File: src/rtl/acc_drain_pkg.sv
// Shared constants and types for the accumulator drain stage: default widths,
// FSM encoding and int8 saturation limits.
package acc_drain_pkg;

  localparam int ACC_W_DEF   = 26;
  localparam int OUT_W_DEF   = 8;
  localparam int SHIFT_W_DEF = 5;

  typedef enum logic {
    ST_IDLE  = 1'b0,
    ST_DRAIN = 1'b1
  } state_e;

  function automatic int sat_max(input int w);
    return (1 << (w - 1)) - 1;
  endfunction

  function automatic int sat_min(input int w);
    return -(1 << (w - 1));
  endfunction

  localparam int SAT_MAX_DEF = sat_max(OUT_W_DEF);
  localparam int SAT_MIN_DEF = sat_min(OUT_W_DEF);

endpackage

File: src/rtl/acc_drain_requant_sat.sv
// Single-lane requantizer: arithmetic right shift with round-half-up, then
// saturate to OUT_W signed. Purely combinational; no flow control of its own.
module requant_sat
  import acc_drain_pkg::*;
#(
  parameter int ACC_W   = ACC_W_DEF,
  parameter int OUT_W   = OUT_W_DEF,
  parameter int SHIFT_W = SHIFT_W_DEF
) (
  input  logic signed [ACC_W-1:0]   x_i,
  input  logic        [SHIFT_W-1:0] shift_i,
  output logic signed [OUT_W-1:0]   y_o,
  output logic                      sat_o
);

  // One guard bit so that adding the rounding constant to the most positive
  // accumulator cannot wrap.
  localparam int EXT_W = ACC_W + 1;

  localparam logic signed [EXT_W-1:0] ONE   = EXT_W'(1);
  localparam logic signed [EXT_W-1:0] MAX_V = EXT_W'(sat_max(OUT_W));
  localparam logic signed [EXT_W-1:0] MIN_V = EXT_W'(sat_min(OUT_W));

  logic signed [EXT_W-1:0] x_ext;
  logic signed [EXT_W-1:0] rnd;
  logic signed [EXT_W-1:0] sum;
  logic signed [EXT_W-1:0] shifted;

  always_comb begin
    x_ext = {x_i[ACC_W-1], x_i};
    rnd   = '0;
    if (shift_i != '0) begin
      rnd = ONE << (shift_i - 1'b1);
    end
    sum     = x_ext + rnd;
    shifted = sum >>> shift_i;
  end

  always_comb begin
    y_o   = shifted[OUT_W-1:0];
    sat_o = 1'b0;
    if (shifted > MAX_V) begin
      y_o   = {1'b0, {(OUT_W-1){1'b1}}};
      sat_o = 1'b1;
    end else if (shifted < MIN_V) begin
      y_o   = {1'b1, {(OUT_W-1){1'b0}}};
      sat_o = 1'b1;
    end
  end

endmodule

File: src/rtl/acc_drain.sv
// Snapshots NUM_LANES accumulators on start, streams them out requantized to int8
// one lane per valid/ready beat (lane 0 valid one cycle after start), then pulses acc_clear.
module acc_drain
  import acc_drain_pkg::*;
#(
  parameter int NUM_LANES = 4,
  parameter int ACC_W     = ACC_W_DEF,
  parameter int OUT_W     = OUT_W_DEF,
  parameter int SHIFT_W   = SHIFT_W_DEF
) (
  input  logic                           clk,
  input  logic                           reset_n,
  input  logic                           start,
  input  logic [NUM_LANES*ACC_W-1:0]     acc_in,
  input  logic [SHIFT_W-1:0]             shift,
  output logic                           busy,
  output logic                           out_valid,
  input  logic                           out_ready,
  output logic signed [OUT_W-1:0]        out_data,
  output logic [$clog2(NUM_LANES)-1:0]   out_lane,
  output logic                           out_last,
  output logic                           sat_flag,
  output logic                           acc_clear
);

  localparam int LANE_W = $clog2(NUM_LANES);
  localparam logic [LANE_W-1:0]  LAST_LANE = LANE_W'(NUM_LANES - 1);
  localparam logic [SHIFT_W-1:0] MAX_SHIFT = SHIFT_W'(ACC_W - 1);

  state_e                  state_q, state_d;
  logic [LANE_W-1:0]       lane_q, lane_d;
  logic [SHIFT_W-1:0]      shift_q, shift_d;
  logic signed [ACC_W-1:0] snap_q [NUM_LANES];
  logic signed [ACC_W-1:0] snap_d [NUM_LANES];
  logic                    sat_q, sat_d;
  logic                    clr_q, clr_d;

  logic [SHIFT_W-1:0]      shift_clamped;
  logic signed [ACC_W-1:0] lane_x;
  logic signed [OUT_W-1:0] lane_y;
  logic                    lane_sat;

  assign shift_clamped = (shift > MAX_SHIFT) ? MAX_SHIFT : shift;

  // Output depends only on registered state, so stalls hold data steady and
  // acc_in is free to change once the snapshot is taken.
  assign lane_x = snap_q[lane_q];

  requant_sat #(
    .ACC_W   (ACC_W),
    .OUT_W   (OUT_W),
    .SHIFT_W (SHIFT_W)
  ) u_requant (
    .x_i     (lane_x),
    .shift_i (shift_q),
    .y_o     (lane_y),
    .sat_o   (lane_sat)
  );

  always_comb begin
    state_d = state_q;
    lane_d  = lane_q;
    shift_d = shift_q;
    snap_d  = snap_q;
    sat_d   = sat_q;
    clr_d   = 1'b0;
    case (state_q)
      ST_IDLE: begin
        if (start) begin
          state_d = ST_DRAIN;
          lane_d  = '0;
          shift_d = shift_clamped;
          sat_d   = 1'b0;
          for (int i = 0; i < NUM_LANES; i++) begin
            snap_d[i] = acc_in[i*ACC_W +: ACC_W];
          end
        end
      end
      ST_DRAIN: begin
        if (out_ready) begin
          sat_d = sat_q | lane_sat;
          if (lane_q == LAST_LANE) begin
            state_d = ST_IDLE;
            lane_d  = '0;
            clr_d   = 1'b1;
          end else begin
            lane_d = lane_q + 1'b1;
          end
        end
      end
    endcase
  end

  always_ff @(posedge clk) begin
    if (!reset_n) begin
      state_q <= ST_IDLE;
      lane_q  <= '0;
      shift_q <= '0;
      sat_q   <= 1'b0;
      clr_q   <= 1'b0;
      for (int i = 0; i < NUM_LANES; i++) begin
        snap_q[i] <= '0;
      end
    end else begin
      state_q <= state_d;
      lane_q  <= lane_d;
      shift_q <= shift_d;
      sat_q   <= sat_d;
      clr_q   <= clr_d;
      snap_q  <= snap_d;
    end
  end

  assign busy      = (state_q == ST_DRAIN);
  assign out_valid = (state_q == ST_DRAIN);
  assign out_data  = lane_y;
  assign out_lane  = lane_q;
  assign out_last  = out_valid && (lane_q == LAST_LANE);
  assign sat_flag  = sat_q;
  assign acc_clear = clr_q;

endmodule

File: config.mk
export PLATFORM = sky130hd
export DESIGN_NAME = acc_drain
export DESIGN_NICKNAME = d
export VERILOG_FILES = /design/src/rtl/acc_drain_pkg.sv /design/src/rtl/acc_drain_requant_sat.sv /design/src/rtl/acc_drain.sv
export SDC_FILE = /design/constraint.sdc
export NUM_CORES = 1
export LEC_CHECK = 0
export CORE_ASPECT_RATIO = 1.5
export CORE_MARGIN = 3
export CORE_UTILIZATION = 45
export CTS_BUF_LIST = sky130_fd_sc_hd__clkbuf_4 sky130_fd_sc_hd__clkbuf_8
export CTS_CLUSTER_DIAMETER = 60
export CTS_CLUSTER_SIZE = 16
export DETAILED_ROUTE_END_ITERATION = 12
export GPL_ROUTABILITY_DRIVEN = 0
export PLACE_DENSITY_LB_ADDON = 0.3
export SYNTH_ARGS = -nofsm -noshare
export SYNTH_HDL_FRONTEND = slang
export SYNTH_SLANG_ARGS = --single-unit
File: constraint.sdc
create_clock -name clk -period 14.7 [get_ports clk]
set_input_delay 1.47 -clock clk [delete_from_list [all_inputs] [get_ports clk]]
set_output_delay 1.47 -clock clk [all_outputs]
set_load 0.02 [all_outputs]
==> metrics <==
maxcap violations=0; Slew HR=28.7%; CORE AREA=20000 sq um; DR vias/cell=6.27; layout cell share with drive strength beyond 1=8.20%; Syn Inst Count=1251; sequential fraction of the synthesis area=24.5%; initial antenna violation count=0; CP Data Arrival Time=7.57 ns; Net Count, Synth=1392; worst slew pin tran=1.07 ns; Fmax=111 MHz; # setup viols final=0; Worst Hold Class=reg2reg; Setup Fix Bufs, Post-CTS=0; first-pass GRT wire length=48.4 mm; aggregate routed wire length=30.6 mm; IO Pins=128; pin count of the biggest net entering global routing=116; Post-synth EDFFs=0; All-Layer GR Usage=26.9%; GR Overflow Total=0; RSZ-0062 raised after global routing=no; total CTS buffers=17; fraction of the cycle the final worst path needs=61.5%; CTS hold repair buffers=0; post-route ant nets=0; post-CTS sizing=0; Antenna diodes=0; Switch Pwr=0.286 mW; Fin Setup TNS=0 ns; CTS tree=yes; post-synthesis average cell area=7.44 sq um; Mapped Area=9310 sq um; Leak Pwr=4.01 nW; Comb pwr share=26.6%; Hold Vio Cnt, Final=0; Vert. Die Dim=182 um; vias in the first global route=9519; most common cell in the netlist=nand2_1; multi-input logic area=6580 sq um; PortBufs=127; Std-Cell Rows=63; startpoint type of the worst setup path=flip-flop; PD cells=81.9 nW/um^2; kind of critical path=reg2out; FF/Latch Area=2280 sq um; area share of the largest cell type after synthesis=24.5%; initial cell density of the core=46.5%; Crit Path Max Fanout=24; Synth Register Bits=114; worst skew pair latency=0.43 ns; asr flop ratio synth=0%; Int Pwr=0.620 mW; Net Sw Frac=31.6%; DRC=0; final net count=1457; dpl cell area=10600 sq um; critical path endpoint category=output port; Synth cell types=89; die footprint=22500 sq um; power share of the clock group=36.4%; CP required=13.23 ns; Yosys Warn Count=0; via count=9969; VDD IR max=0.0000750 V; clock-pin slew on the worst setup and hold paths=0.08 ns; H-tree levels=4; fin crit period=9.04 ns; Fill cells=1956; status=finished, final reports clean; number of DRC markers in iteration 0=1206; Sink Count=114; synthesis-to-layout area growth=18.8%; clock root cell=clkbuf_8; Final Instance Area=11100 sq um; top post-synthesis cells by area=dfxtp_1 25%, nand2_1 12%, a21boi_0 8.7%; Post-synth top flop=dfxtp_1; DR WL/cell=19.2 um; first-pass detailed-route iteration total=9; R2R Setup Slk=8.05 ns; HPWL Detailed=22.5 mm; buffer levels on the longest clock path=2; Setup Skew=0.0116 ns; die width=123 um; max-slew violations=0; leading area contributor after synthesis=dfxtp_1; share of total power in sequential cells=37.0%; most frequent cells after synthesis=290 x nand2_1, 114 x dfxtp_1, 108 x a21boi_0
[stage by stage]
stage          hold WS (ns)  setup WS (ns)  total power [mW]  utilization, %  instances
2_1_floorplan         0.440           7.64             0.493               -       1251
6_report              0.464           5.66             0.906            55.2       1589
3_3_place_gp          0.450           6.46             0.577            53.0       1557
3_5_place_dp          0.458           6.41             0.578            53.0       1557
4_1_cts               0.468           5.93             0.910            55.2       1589
5_1_grt               0.487           5.11             0.949            55.2       1589
[routing by layer]
metal  part of all wire (%)  global-route usage, %
met1                     37                   31.2
met5                      0                      0
met3                    7.5                   4.43
met4                    6.5                   15.9
met2                     49                   45.7
[worst max-delay path, cell delays in order (launching register included)]
cell and delay (ns):
dfxtp_1 0.32, buf_4 0.27, clkinv_1 0.56, nand3_1 0.56, nor2_1 0.08, ha_1 0.56, a21oi_1 0.15, o21ai_1 0.46
o21ai_0 0.23, a21oi_1 0.26, o311ai_2 0.22, nor2_1 0.76, inv_1 0.40, a21oi_1 0.38, o2111ai_1 0.16, and4b_1 0.25
or2_2 0.31, o31ai_2 0.43, o21ai_0 0.17, clkdlybuf4s50_1 0.57
[power groups by stage]
stage | clock network, mW | logic, mW | registers [mW]
2_1_floorplan | 0 | 0.153 | 0.340
3_3_place_gp | 0 | 0.235 | 0.342
3_5_place_dp | 0 | 0.235 | 0.343
4_1_cts | 0.338 | 0.236 | 0.336
5_1_grt | 0.350 | 0.261 | 0.337
6_report | 0.330 | 0.241 | 0.336
[layout by cell type, fill, tap and decap left out, types with 8 or more instances in the layout]
cell type	n
clkbuf_8	17
and2_1	9
nand3_1	26
o211ai_1	18
mux2i_1	11
buf_4	12
a21boi_0	108
nand2_1	290
nor4_1	8
o21ai_0	53
a22oi_1	8
mux4_2	30
nand2b_1	9
dfxtp_1	113
a21o_1	11
a211oi_1	21
inv_1	16
o21a_1	8
nand4_1	12
clkdlybuf4s50_1	126
nor3_1	35
a21oi_1	61
ha_1	27
xnor2_1	9
and3_1	9
nor2_1	93
or3_1	8
[registers in the layout, indices dropped and copies added, names as in the netlist]
register,count
acc_clear,1
busy,1
out_lane,2
sat_flag,1
shift_q,5
snap_q,104
[layout make-up]
class	instances	share of cell area (%)
clock buffers	18	2.18
clock inverters	14	1.82
inverters	19	0.645
multi-input cells	1025	59.5
flip-flops and latches	114	20.6
well taps	260	2.94
repair buffers	139	12.3
[final timing paths]
kind,startpoint,end,cells past startpoint
max reg2reg,shift_q[4],sat_flag,18
max,shift_q[4],out_data[0],19
min,snap_q[23],snap_q[23],2
min reg2reg,snap_q[23],snap_q[23],2
[cell families (layout without fill, tap and decap cells)]
logic type | count (synthesis) | in the layout | share of synthesized area, %
adder cells (fa/ha/maj) | 28 | 28 | 3.84
buffers and inverters | 112 | 190 | 4.97
XOR/XNOR | 15 | 15 | 1.41
AND/OR/NAND/NOR | 539 | 539 | 25.7
AO/OA/AOI/OAI | 395 | 395 | 30.2
flip-flops | 114 | 114 | 24.5
multiplexers | 48 | 48 | 9.29
Power figures use the tool's default switching activity.
